## src/rtl/nandy_pkg.sv

```systemverilog
// Shared definitions for the register bank and its write-side logic.
package nandy_pkg;

  // Default widths, shared with the register bank itself.
  localparam int DW = 8;
  localparam int AW = 3;

  // Write sequencer state encoding. 2'd3 is unused and recovers to idle.
  typedef enum logic [1:0] {
    ST_IDLE   = 2'd0,
    ST_SETUP  = 2'd1,
    ST_STROBE = 2'd2
  } state_e;

endpackage

```

## src/rtl/rr_pick.sv

```systemverilog
// Combinational round-robin selector. The search starts at the requester
// after `last` and wraps modulo NREQ. NREQ does not have to be a power of two.
module rr_pick #(
  parameter int NREQ = 4,
  parameter int LW   = $clog2(NREQ)
) (
  input  logic [NREQ-1:0] req,
  input  logic [LW-1:0]   last,
  output logic [NREQ-1:0] win,
  output logic            valid
);

  // Scan the offsets last+1 .. last+NREQ and keep the first active requester.
  always_comb begin
    win   = '0;
    valid = 1'b0;
    for (int k = 1; k <= NREQ; k++) begin
      for (int i = 0; i < NREQ; i++) begin
        if (!valid && req[i] && (i == (int'(last) + k) % NREQ)) begin
          win[i] = 1'b1;
          valid  = 1'b1;
        end
      end
    end
  end

endmodule

```

## src/rtl/regbank_wr_arbiter.sv

```systemverilog
// Round-robin write arbiter and two-phase write sequencer for the shared
// register bank.
// In SETUP, gnt is high and the address and data are presented to the bank.
// In STROBE, bank_we is high and the address and data do not change.
// Because of this, the bank's dff inputs are stable for a full cycle before
// the write enable rises.
module regbank_wr_arbiter #(
  parameter int NREQ = 4,
  parameter int DW   = nandy_pkg::DW,
  parameter int AW   = nandy_pkg::AW
) (
  input  logic               clk,
  input  logic               rst_n,
  input  logic [NREQ-1:0]    req,
  input  logic [NREQ*AW-1:0] req_addr,
  input  logic [NREQ*DW-1:0] req_data,
  output logic [NREQ-1:0]    gnt,
  output logic [AW-1:0]      bank_addr,
  output logic [DW-1:0]      bank_d,
  output logic               bank_we,
  output logic               busy
);
  import nandy_pkg::*;

  localparam int LW = $clog2(NREQ);

  state_e          state;
  logic [LW-1:0]   last;
  logic [NREQ-1:0] win;
  logic            win_vld;
  logic [LW-1:0]   widx;
  logic [AW-1:0]   sel_addr;
  logic [DW-1:0]   sel_data;

  rr_pick #(.NREQ(NREQ), .LW(LW)) u_pick (
    .req   (req),
    .last  (last),
    .win   (win),
    .valid (win_vld)
  );

  // Turn the one-hot winner into an index and select the winner's address/data slice.
  always_comb begin
    widx     = '0;
    sel_addr = '0;
    sel_data = '0;
    for (int i = 0; i < NREQ; i++) begin
      if (win[i]) begin
        widx     = LW'(i);
        sel_addr = req_addr[i*AW +: AW];
        sel_data = req_data[i*DW +: DW];
      end
    end
  end

  // State, round-robin pointer and all outputs are registered. IDLE and
  // STROBE both arbitrate, which allows one write every two cycles when
  // requests keep coming.
  always_ff @(posedge clk or negedge rst_n) begin
    if (!rst_n) begin
      state     <= ST_IDLE;
      gnt       <= '0;
      bank_we   <= 1'b0;
      bank_addr <= '0;
      bank_d    <= '0;
      busy      <= 1'b0;
      last      <= LW'(NREQ - 1);
    end else begin
      case (state)
        ST_IDLE, ST_STROBE: begin
          bank_we <= 1'b0;
          if (win_vld) begin
            state     <= ST_SETUP;
            gnt       <= win;
            bank_addr <= sel_addr;
            bank_d    <= sel_data;
            busy      <= 1'b1;
            last      <= widx;
          end else begin
            state <= ST_IDLE;
            gnt   <= '0;
            busy  <= 1'b0;
          end
        end
        ST_SETUP: begin
          // req is ignored in this state. The address and data were captured at the previous edge.
          state   <= ST_STROBE;
          gnt     <= '0;
          bank_we <= 1'b1;
          busy    <= 1'b1;
        end
        default: begin
          state   <= ST_IDLE;
          gnt     <= '0;
          bank_we <= 1'b0;
          busy    <= 1'b0;
        end
      endcase
    end
  end

endmodule

```

## config.mk

```make
export PLATFORM = sky130hd
export DESIGN_NAME = regbank_wr_arbiter
export DESIGN_NICKNAME = d
export VERILOG_FILES = /design/src/rtl/nandy_pkg.sv /design/src/rtl/rr_pick.sv /design/src/rtl/regbank_wr_arbiter.sv
export SDC_FILE = /design/constraint.sdc
export NUM_CORES = 1
export LEC_CHECK = 0
export CAP_MARGIN = 15
export CORE_ASPECT_RATIO = 1.5
export CORE_UTILIZATION = 34
export DETAILED_ROUTE_END_ITERATION = 8
export PLACE_DENSITY = 0.76
export SYNTH_ARGS = -nofsm -noshare
export SYNTH_HDL_FRONTEND = slang
export SYNTH_SLANG_ARGS = --single-unit
```

## constraint.sdc

```tcl
create_clock -name clk -period 1.6 [get_ports clk]
set_clock_uncertainty 0.2 [all_clocks]
set_input_delay 0.32 -clock clk [delete_from_list [all_inputs] [get_ports clk]]
set_output_delay 0.32 -clock clk [all_outputs]
set_load 0.01 [all_outputs]
```

==> flow_summary.html, run 1 <==
<table>
<tr><th>Metric</th><th>Value</th></tr>
<tr><th colspan="2">Run status</th></tr>
<tr><td>Outcome</td><td>complete, but fails checks</td></tr>
<tr><td>Violated checks</td><td>setup timing</td></tr>
<tr><th colspan="2">Routing</th></tr>
<tr><td>Overall routed net length</td><td>4220 microns</td></tr>
<tr><td>Number of DRC markers in iteration 0</td><td>36</td></tr>
<tr><td>Routed via count</td><td>1,375</td></tr>
<tr><td>Number of nets with antenna violations after detailed routing</td><td>0</td></tr>
<tr><td>Number of design rule violations left after detail routing</td><td>0</td></tr>
<tr><td>Vias per inst</td><td>5.19</td></tr>
<tr><td>TritonRoute pass-1 iters</td><td>4</td></tr>
<tr><td>Detail-routed net length per standard cell</td><td>15.9 microns</td></tr>
<tr><th colspan="2">Final layout</th></tr>
<tr><td>Share of final-layout standard cells stronger than drive strength 1</td><td>0.333</td></tr>
<tr><td>Area Growth Syn to Fin</td><td>99.9%</td></tr>
<tr><td>Most frequent cells in the layout</td><td>45 x sky130_fd_sc_hd__clkdlybuf4s50_1, 21 x sky130_fd_sc_hd__dlygate4sd2_1, 20 x sky130_fd_sc_hd__buf_4</td></tr>
<tr><td>Antenna diode count</td><td>0</td></tr>
<tr><td>Total Nets Final</td><td>276</td></tr>
<tr><td>Combined area of the multi-input logic cells</td><td>704 sq um</td></tr>
<tr><td>Final std cells w/o fill</td><td>265</td></tr>
<tr><td>Area taken by flip-flops and latches</td><td>503 sq um</td></tr>
<tr><td>Fillcell total</td><td>255</td></tr>
<tr><td>Leading cell type in the layout, fill and taps excluded</td><td>sky130_fd_sc_hd__clkdlybuf4s50_1</td></tr>
<tr><th colspan="2">STA</th></tr>
<tr><td>Shortest clock period the worst path allows after layout</td><td>1.90 ns</td></tr>
<tr><td>Part of the cycle the worst path needs</td><td>1.19</td></tr>
<tr><td>Achievable frequency</td><td>527 MHz</td></tr>
<tr><td>Final hold vios</td><td>0</td></tr>
<tr><td>Setup repair after global routing missed its margin</td><td>true</td></tr>
<tr><td>Min setup slack post-route</td><td>-0.297 ns</td></tr>
<tr><td>Final-report setup violation count</td><td>15</td></tr>
<tr><td>Worst rel slew slack</td><td>0.746</td></tr>
<tr><td>Fin. max-slew vios</td><td>0</td></tr>
<tr><td>Slew at the pin closest to its max-slew limit</td><td>0.381 ns</td></tr>
<tr><th colspan="2">Synthesis</th></tr>
<tr><td>Sequential area share after synthesis</td><td>0.434</td></tr>
<tr><td>Synth Register Bits</td><td>20</td></tr>
<tr><td>Fraction of registers with async set/reset</td><td>1.00</td></tr>
<tr><td>EDFF count, synth</td><td>0</td></tr>
<tr><td>Count of distinct cell types in the synthesized netlist</td><td>30</td></tr>
<tr><td>Synthesized netlist net count</td><td>182</td></tr>
<tr><td>Main flop type after synthesis</td><td>sky130_fd_sc_hd__dfrtp_1</td></tr>
<tr><td>Number of cells produced by synthesis</td><td>132</td></tr>
<tr><td>Mean cell area of the mapped netlist</td><td>8.78 sq um</td></tr>
<tr><td>Cell area after synthesis</td><td>1160 sq um</td></tr>
<tr><td>Count of warnings emitted by yosys</td><td>0</td></tr>
<tr><th colspan="2">Clock network</th></tr>
<tr><td>Hold_buf cts</td><td>0</td></tr>
<tr><td>Count of H-tree levels built during CTS</td><td>1</td></tr>
<tr><td>Clock transition at the register clock pins on the worst setup and hold paths after CTS</td><td>0.07 ns</td></tr>
<tr><td>Number of buffers between clock root and the deepest sink</td><td>2</td></tr>
<tr><td>Number of buffers inserted during clock tree synthesis</td><td>3</td></tr>
<tr><td>Clk Tree Root Cell</td><td>sky130_fd_sc_hd__clkbuf_8</td></tr>
<tr><td>Clock tree from TritonCTS</td><td>done</td></tr>
<tr><td>Total clock sinks</td><td>20</td></tr>
<tr><td>Clock insertion delay at the later pin of the skew report</td><td>0.26 ns</td></tr>
<tr><th colspan="2">Pwr</th></tr>
<tr><td>IR Drop Worst-Case VDD</td><td>0.000757 V</td></tr>
<tr><td>Power density over cell area</td><td>1410 nW/um^2</td></tr>
<tr><td>LEAKAGE</td><td>1.03 nW</td></tr>
<tr><th colspan="2">GRT</th></tr>
<tr><td>Total global routing overflow</td><td>0</td></tr>
<tr><td>Vias in the first global route</td><td>1,443</td></tr>
<tr><td>Gr usage total</td><td>0.230</td></tr>
<tr><td>Pin count of the biggest net entering global routing</td><td>21</td></tr>
<tr><td>Number of antenna violations at the first check in global routing</td><td>0</td></tr>
<tr><td>First-pass GRT wire length</td><td>6280 microns</td></tr>
<tr><th colspan="2">Worst setup path</th></tr>
<tr><td>Worst Setup Start Kind</td><td>flip-flop</td></tr>
<tr><td>Worst setup EP type</td><td>flip-flop</td></tr>
<tr><td>Worst setup path class</td><td>reg -&gt; reg</td></tr>
<tr><td>Arrival time reported for the critical path endpoint</td><td>1.85 ns</td></tr>
<tr><td>Maximum fanout count along the critical path</td><td>13</td></tr>
<tr><td>Worst path required time</td><td>1.55 ns</td></tr>
<tr><th colspan="2">Placed design</th></tr>
<tr><td>Routability Congestion</td><td>0.864</td></tr>
<tr><td>Dpl hpwl</td><td>2910 microns</td></tr>
<tr><td>Dpl cells</td><td>248</td></tr>
<tr><td>Setup slack at placement</td><td>-0.743 ns</td></tr>
<tr><td>Number of buffers added on ports</td><td>66</td></tr>
<tr><th colspan="2">Die</th></tr>
<tr><td>Die Footprint</td><td>3650 sq um</td></tr>
<tr><td>Overall die height</td><td>73.5 microns</td></tr>
<tr><td>Standard-cell rows</td><td>25</td></tr>
<tr><td>Die X-Extent</td><td>49.7 microns</td></tr>
<tr><td>Top-Level Pins</td><td>67</td></tr>
<tr><td>Core area</td><td>3190 sq um</td></tr>
<tr><td>Starting density of the core</td><td>0.363</td></tr>
<tr><th colspan="2">Min path</th></tr>
<tr><td>Hold crit path type</td><td>in -&gt; async</td></tr>
<tr><th colspan="2">Job</th></tr>
<tr><td>Max-capacitance violation count</td><td>0</td></tr>
</table>
[area by class of cell]
| class | count | area share |
|---|---|---|
| repair buffers | 99 | 0.406 |
| multi-input cells | 87 | 0.304 |
| flip-flops and latches | 20 | 0.217 |
| inverters | 15 | 0.0276 |
| clock buffers | 4 | 0.0238 |
| well taps | 40 | 0.0216 |
[power by group]
group          total, mW  leakage [nW]  switching (mW)  internal [mW]
clock network      0.388        0.0288           0.169          0.219
logic               2.03         0.754           0.949           1.08
registers          0.837         0.246           0.116          0.720
total               3.26          1.03            1.23           2.02
[registers in the layout, summed over array words and instances, names as in the netlist]
signal     cells
bank_addr      3
bank_d         8
bank_we        1
busy           1
gnt            4
last           2
state          1
[worst max-delay path, cell delays in order, from the launching register on]
cell and delay [ns]:
sky130_fd_sc_hd__dfstp_2 0.57, sky130_fd_sc_hd__buf_6 0.15, sky130_fd_sc_hd__buf_4 0.11, sky130_fd_sc_hd__inv_2 0.04
sky130_fd_sc_hd__o22ai_2 0.15, sky130_fd_sc_hd__a32oi_2 0.10, sky130_fd_sc_hd__buf_12 0.18, sky130_fd_sc_hd__o221ai_1 0.20
sky130_fd_sc_hd__o21ai_1 0.08
[through the flow]
| step | hold WS (ns) | TNS, ns | total power, mW | area [sq um] | util |
|---|---|---|---|---|---|
| CTS | 0.214 | -2.65 | 2.99 | 2170 | 0.679 |
| global placement | 0.229 | -10.29 | 2.39 | 1980 | 0.620 |
| global route | 0.243 | -4.48 | 3.46 | 2320 | 0.726 |
| finish | 0.205 | -3.51 | 3.26 | 2320 | 0.726 |
| floorplan | -0.176 | -0.489 | 1.70 | 1200 | - |
| detailed placement | 0.225 | -11.08 | 2.43 | 1980 | 0.620 |
[routing by layer]
metal | track usage | up-vias | wire, microns
li1 | - | 653 | -
met1 | 0.249 | 670 | 1640
met2 | 0.435 | 48 | 2390
met3 | 0.0207 | 4 | 135
met4 | 0.121 | 0 | 50
met5 | 0 | - | 0
[logic make-up (layout without fill, tap and decap cells)]
logic type | count (synthesis) | in the layout | synth area share
AND/OR/NAND/NOR | 38 | 38 | 0.134
XOR/XNOR | 1 | 1 | 0.00756
AO/OA/AOI/OAI | 48 | 48 | 0.311
flip-flops | 20 | 20 | 0.434
buffers and inverters | 25 | 118 | 0.113
[worst paths after layout]
kind | from | endpoint | slack, ns | cells past startpoint
worst max-delay path | last[0] | bank_addr[1] | -0.30 | 8
worst min-delay path | rst_n | bank_d[7] | 0.21 | 2
worst max register to register | last[0] | bank_addr[1] | -0.30 | 8
worst min register to register | bank_we | bank_we | 0.23 | 1
max in group asynchronous | rst_n | last[1] | 0.72 | 2
min in group clk | bank_we | bank_we | 0.23 | 1
[cells in the mapped netlist, drive strengths merged (2+ instances only)]
library cell | n | area [sq um]
dfrtp | 18 | 450
nor2 | 18 | 67.6
inv | 15 | 56.3
nand2 | 15 | 56.3
a211oi | 12 | 95.1
o21ai | 12 | 60.1
o221ai | 12 | 111
buf | 8 | 66.3
a21oi | 4 | 20.0
clkbuf | 2 | 8.75
dfstp | 2 | 52.6
nor2b | 2 | 12.5
o22ai | 2 | 12.5
[timing repair]
action                                  in CTS  in global routing
endpoints found under the setup margin      35                 16
cloned                                       1                  0
setup buffers                                7                  5
pin swaps                                    8                  9
resized for setup                           49                 21
Note: power is estimated with default switching activity, not from simulation.
==> run 2: changes to the inputs <==
--- a/config.mk
+++ b/config.mk
@@ -7,9 +7,10 @@
 export LEC_CHECK = 0
 export CAP_MARGIN = 15
 export CORE_ASPECT_RATIO = 1.5
-export CORE_UTILIZATION = 34
+export CORE_UTILIZATION = 55
 export DETAILED_ROUTE_END_ITERATION = 8
-export PLACE_DENSITY = 0.76
+export DONT_BUFFER_PORTS = 1
+export PLACE_DENSITY = 0.73
 export SYNTH_ARGS = -nofsm -noshare
 export SYNTH_HDL_FRONTEND = slang
 export SYNTH_SLANG_ARGS = --single-unit
==> constraint.sdc (replaced) <==
create_clock -name clk -period 1.6 [get_ports clk]
set_clock_uncertainty 0.2 [all_clocks]
set_input_delay 0.4 -clock clk [delete_from_list [all_inputs] [get_ports clk]]
set_output_delay 0.4 -clock clk [all_outputs]
set_load 0.01 [all_outputs]
==> flow_summary.html, run 2 (synthesis results as in run 1) <==
<table>
<tr><th>Metric</th><th>Value</th></tr>
<tr><th colspan="2">Clock network</th></tr>
<tr><td>Clock transition at the register clock pins on the worst setup and hold paths after CTS</td><td>0.12 ns (+0.05 ns)</td></tr>
<tr><td>Clock insertion delay at the later pin of the skew report</td><td>0.29 ns (+0.03 ns)</td></tr>
<tr><td>Clk Tree Root Cell</td><td>sky130_fd_sc_hd__clkbuf_4</td></tr>
<tr><td>Total clock sinks</td><td>20 (unchanged)</td></tr>
<tr><td>Count of H-tree levels built during CTS</td><td>1 (unchanged)</td></tr>
<tr><td>Number of buffers inserted during clock tree synthesis</td><td>3 (unchanged)</td></tr>
<tr><td>Clock tree from TritonCTS</td><td>done</td></tr>
<tr><td>Number of buffers between clock root and the deepest sink</td><td>2 (unchanged)</td></tr>
<tr><th colspan="2">STA</th></tr>
<tr><td>Part of the cycle the worst path needs</td><td>1.14 (-0.0470)</td></tr>
<tr><td>Min setup slack post-route</td><td>-0.222 ns (+0.0751 ns)</td></tr>
<tr><td>Fin. max-slew vios</td><td>0 (unchanged)</td></tr>
<tr><td>Setup repair after global routing missed its margin</td><td>true</td></tr>
<tr><td>Shortest clock period the worst path allows after layout</td><td>1.82 ns (-0.0751 ns)</td></tr>
<tr><td>Achievable frequency</td><td>549 MHz (+4.1%)</td></tr>
<tr><td>Final hold vios</td><td>0 (unchanged)</td></tr>
<tr><td>Final-report setup violation count</td><td>15 (unchanged)</td></tr>
<tr><td>Worst-case hold slack</td><td>0.0765 ns (-0.129 ns)</td></tr>
<tr><td>Slew at the pin closest to its max-slew limit</td><td>0.929 ns (+0.548 ns)</td></tr>
<tr><td>Worst rel slew slack</td><td>0.379 (-0.367)</td></tr>
<tr><th colspan="2">Worst setup path</th></tr>
<tr><td>R2r startpoint</td><td>last[1]</td></tr>
<tr><td>Critical path capture point</td><td>bank_d[0]</td></tr>
<tr><td>Maximum fanout count along the critical path</td><td>10 (-3)</td></tr>
<tr><td>Arrival time reported for the critical path endpoint</td><td>1.85 ns (about the same)</td></tr>
<tr><td>Setup slack on the worst flop-to-flop path</td><td>-0.22 ns (+0.08 ns)</td></tr>
<tr><td>R2R cell count</td><td>7 (-1)</td></tr>
<tr><td>Worst setup EP type</td><td>flip-flop</td></tr>
<tr><td>Worst path required time</td><td>1.63 ns (+0.08 ns)</td></tr>
<tr><td>Worst reg2reg path endpoint</td><td>bank_d[0]</td></tr>
<tr><td>Worst Setup Start Kind</td><td>flip-flop</td></tr>
<tr><td>CP startpoint</td><td>last[1]</td></tr>
<tr><td>Worst setup path class</td><td>reg -&gt; reg</td></tr>
<tr><th colspan="2">Pwr</th></tr>
<tr><td>Power density over cell area</td><td>1760 nW/um^2 (+25%)</td></tr>
<tr><td>Comb power frac</td><td>0.499 (-0.125)</td></tr>
<tr><td>Pint</td><td>1.49 mW (-27%)</td></tr>
<tr><td>Clk pwr share</td><td>0.119 (about the same)</td></tr>
<tr><td>LEAKAGE</td><td>0.629 nW (-39%)</td></tr>
<tr><td>Switching share of power</td><td>0.404 (+0.0254)</td></tr>
<tr><td>Reported net switching power</td><td>1.01 mW (-18%)</td></tr>
<tr><td>IR Drop Worst-Case VDD</td><td>0.000976 V (+29%)</td></tr>
<tr><td>Fraction of power consumed by sequential logic</td><td>0.382 (+0.125)</td></tr>
<tr><th colspan="2">Final layout</th></tr>
<tr><td>Total Nets Final</td><td>198 (-28%)</td></tr>
<tr><td>Post-route cell area</td><td>1420 sq um (-39%)</td></tr>
<tr><td>Share of the core filled with cells</td><td>0.707 (-0.0190)</td></tr>
<tr><td>Largest regs</td><td>bank_d (8), gnt (4), bank_addr (3)</td></tr>
<tr><td>Combined area of the multi-input logic cells</td><td>606 sq um (-14%)</td></tr>
<tr><td>Final std cells w/o fill</td><td>169 (-36%)</td></tr>
<tr><td>Area taken by flip-flops and latches</td><td>503 sq um (unchanged)</td></tr>
<tr><td>Leading cell type in the layout, fill and taps excluded</td><td>sky130_fd_sc_hd__dfrtp_1</td></tr>
<tr><td>Fillcell total</td><td>158 (-38%)</td></tr>
<tr><td>Area Growth Syn to Fin</td><td>22.1%</td></tr>
<tr><td>Largest register FFs</td><td>8 (unchanged)</td></tr>
<tr><td>Reg with most FFs</td><td>bank_d</td></tr>
<tr><td>Antenna diode count</td><td>0 (unchanged)</td></tr>
<tr><td>Share of final-layout standard cells stronger than drive strength 1</td><td>0.299 (-0.0340)</td></tr>
<tr><td>Most frequent cells in the layout</td><td>18 x sky130_fd_sc_hd__dfrtp_1, 17 x sky130_fd_sc_hd__nor2_1, 16 x sky130_fd_sc_hd__buf_4</td></tr>
<tr><th colspan="2">GRT</th></tr>
<tr><td>Vias in the first global route</td><td>997 (-31%)</td></tr>
<tr><td>Peak-usage layer in the global routing report</td><td>met2</td></tr>
<tr><td>Number of antenna violations at the first check in global routing</td><td>0 (unchanged)</td></tr>
<tr><td>Gr usage total</td><td>0.271 (+0.0408)</td></tr>
<tr><td>Pin count of the biggest net entering global routing</td><td>21 (unchanged)</td></tr>
<tr><td>Global Route met2 Usage</td><td>0.464 (+0.0283)</td></tr>
<tr><td>First-pass GRT wire length</td><td>4400 microns (-30%)</td></tr>
<tr><td>Routing usage on met1</td><td>0.332 (+0.0838)</td></tr>
<tr><td>Total global routing overflow</td><td>0 (unchanged)</td></tr>
<tr><td>GR Util met3</td><td>0.0421 (+0.0214)</td></tr>
<tr><th colspan="2">Run status</th></tr>
<tr><td>Outcome</td><td>complete, but fails checks</td></tr>
<tr><td>Violated checks</td><td>setup timing</td></tr>
<tr><th colspan="2">Die</th></tr>
<tr><td>Top-Level Pins</td><td>67 (unchanged)</td></tr>
<tr><td>Die X-Extent</td><td>39.5 microns (-21%)</td></tr>
<tr><td>Standard-cell rows</td><td>20 (-20%)</td></tr>
<tr><td>Die Footprint</td><td>2300 sq um (-37%)</td></tr>
<tr><td>Overall die height</td><td>58.2 microns (-21%)</td></tr>
<tr><td>Core area</td><td>2000 sq um (-37%)</td></tr>
<tr><td>Starting density of the core</td><td>0.579 (+0.216)</td></tr>
<tr><th colspan="2">Routing</th></tr>
<tr><td>Detail-routed net length per standard cell</td><td>17.7 microns (+11%)</td></tr>
<tr><td>Number of DRC markers in iteration 0</td><td>25 (-31%)</td></tr>
<tr><td>Number of nets with antenna violations after detailed routing</td><td>0 (unchanged)</td></tr>
<tr><td>TritonRoute pass-1 iters</td><td>4 (unchanged)</td></tr>
<tr><td>Overall routed net length</td><td>2990 microns (-29%)</td></tr>
<tr><td>Vias per inst</td><td>6.17 (+19%)</td></tr>
<tr><td>Number of design rule violations left after detail routing</td><td>0 (unchanged)</td></tr>
<tr><td>Routed via count</td><td>1,042 (-24%)</td></tr>
<tr><th colspan="2">Placed design</th></tr>
<tr><td>Post-place instance area</td><td>1250 sq um (-37%)</td></tr>
<tr><td>Number of buffers added on ports</td><td>0 (-100%)</td></tr>
<tr><td>Dpl hpwl</td><td>2060 microns (-29%)</td></tr>
<tr><td>Dpl cells</td><td>157 (-37%)</td></tr>
<tr><td>Routability Congestion</td><td>0.805 (-6.9%)</td></tr>
<tr><th colspan="2">Min path</th></tr>
<tr><td>Hold crit path type</td><td>in -&gt; reg</td></tr>
<tr><td>Min-delay src</td><td>req_addr[2]</td></tr>
<tr><th colspan="2">Job</th></tr>
<tr><td>Max-capacitance violation count</td><td>0 (unchanged)</td></tr>
</table>
run 2: layout make-up:
cell class,instances,share of cell area
inverters,15,0.0416
repair buffers,21,0.130
clock buffers,4,0.0256
multi-input cells,87,0.428
well taps,22,0.0195
flip-flops and latches,20,0.355
run 2: power by group through the flow:
stage / Clock [mW] / Sequential [mW] / Combinational (mW)
after floorplan: 0 / 0.895 / 0.811
after global placement: 0 / 0.960 / 0.936
after detailed placement: 0 / 0.968 / 0.971
after CTS: 0.296 / 0.963 / 1.05
after global routing: 0.322 / 0.982 / 1.37
final: 0.296 / 0.952 / 1.25
run 2: worst max-delay path, stage by stage (launching register included):
cell and delay [ns]:
sky130_fd_sc_hd__dfstp_2 0.57, sky130_fd_sc_hd__buf_4 0.12, sky130_fd_sc_hd__buf_6 0.10, sky130_fd_sc_hd__nand2_1 0.07
sky130_fd_sc_hd__a211oi_2 0.27, sky130_fd_sc_hd__buf_4 0.22, sky130_fd_sc_hd__a211oi_2 0.08, sky130_fd_sc_hd__o21ai_1 0.13
run 2: per-layer routing:
metal	routed length, microns	vias to the layer above	share of wire
met3	183	4	0.061
met2	1590	46	0.53
met4	34	0	0.011
met1	1190	495	0.40
met5	0	-	0
li1	-	497	-
run 2: timing repair:
action                                  in CTS  in global routing
setup buffers                                2                  3
pin swaps                                    2                  1
cloned                                       0                  2
endpoints found under the hold margin       20                  0
gates resized for setup                      6                 14
hold buffers                                 1                  0
endpoints found under the setup margin      14                 16
run 2: worst min-delay path by stage:
stage / to / slack (ns) / cells after the start
final: bank_addr[2] / 0.08 / 2
after global placement: bank_addr[2] / -0.1 / 0
after CTS: bank_addr[2] / 0.08 / 2
after floorplan: bank_addr[0] / -0.1 / 0
after global routing: bank_addr[1] / 0.09 / 2
after detailed placement: bank_d[7] / -0.1 / 0
run 2: metrics by stage:
stage	TNS [ns]	setup WS (ns)	total power, mW
2_1_floorplan	-0.489	-0.0580	1.71
3_3_place_gp	-1.29	-0.133	1.90
3_5_place_dp	-1.86	-0.187	1.94
4_1_cts	-1.80	-0.166	2.30
5_1_grt	-3.52	-0.296	2.67
6_report	-2.44	-0.222	2.49
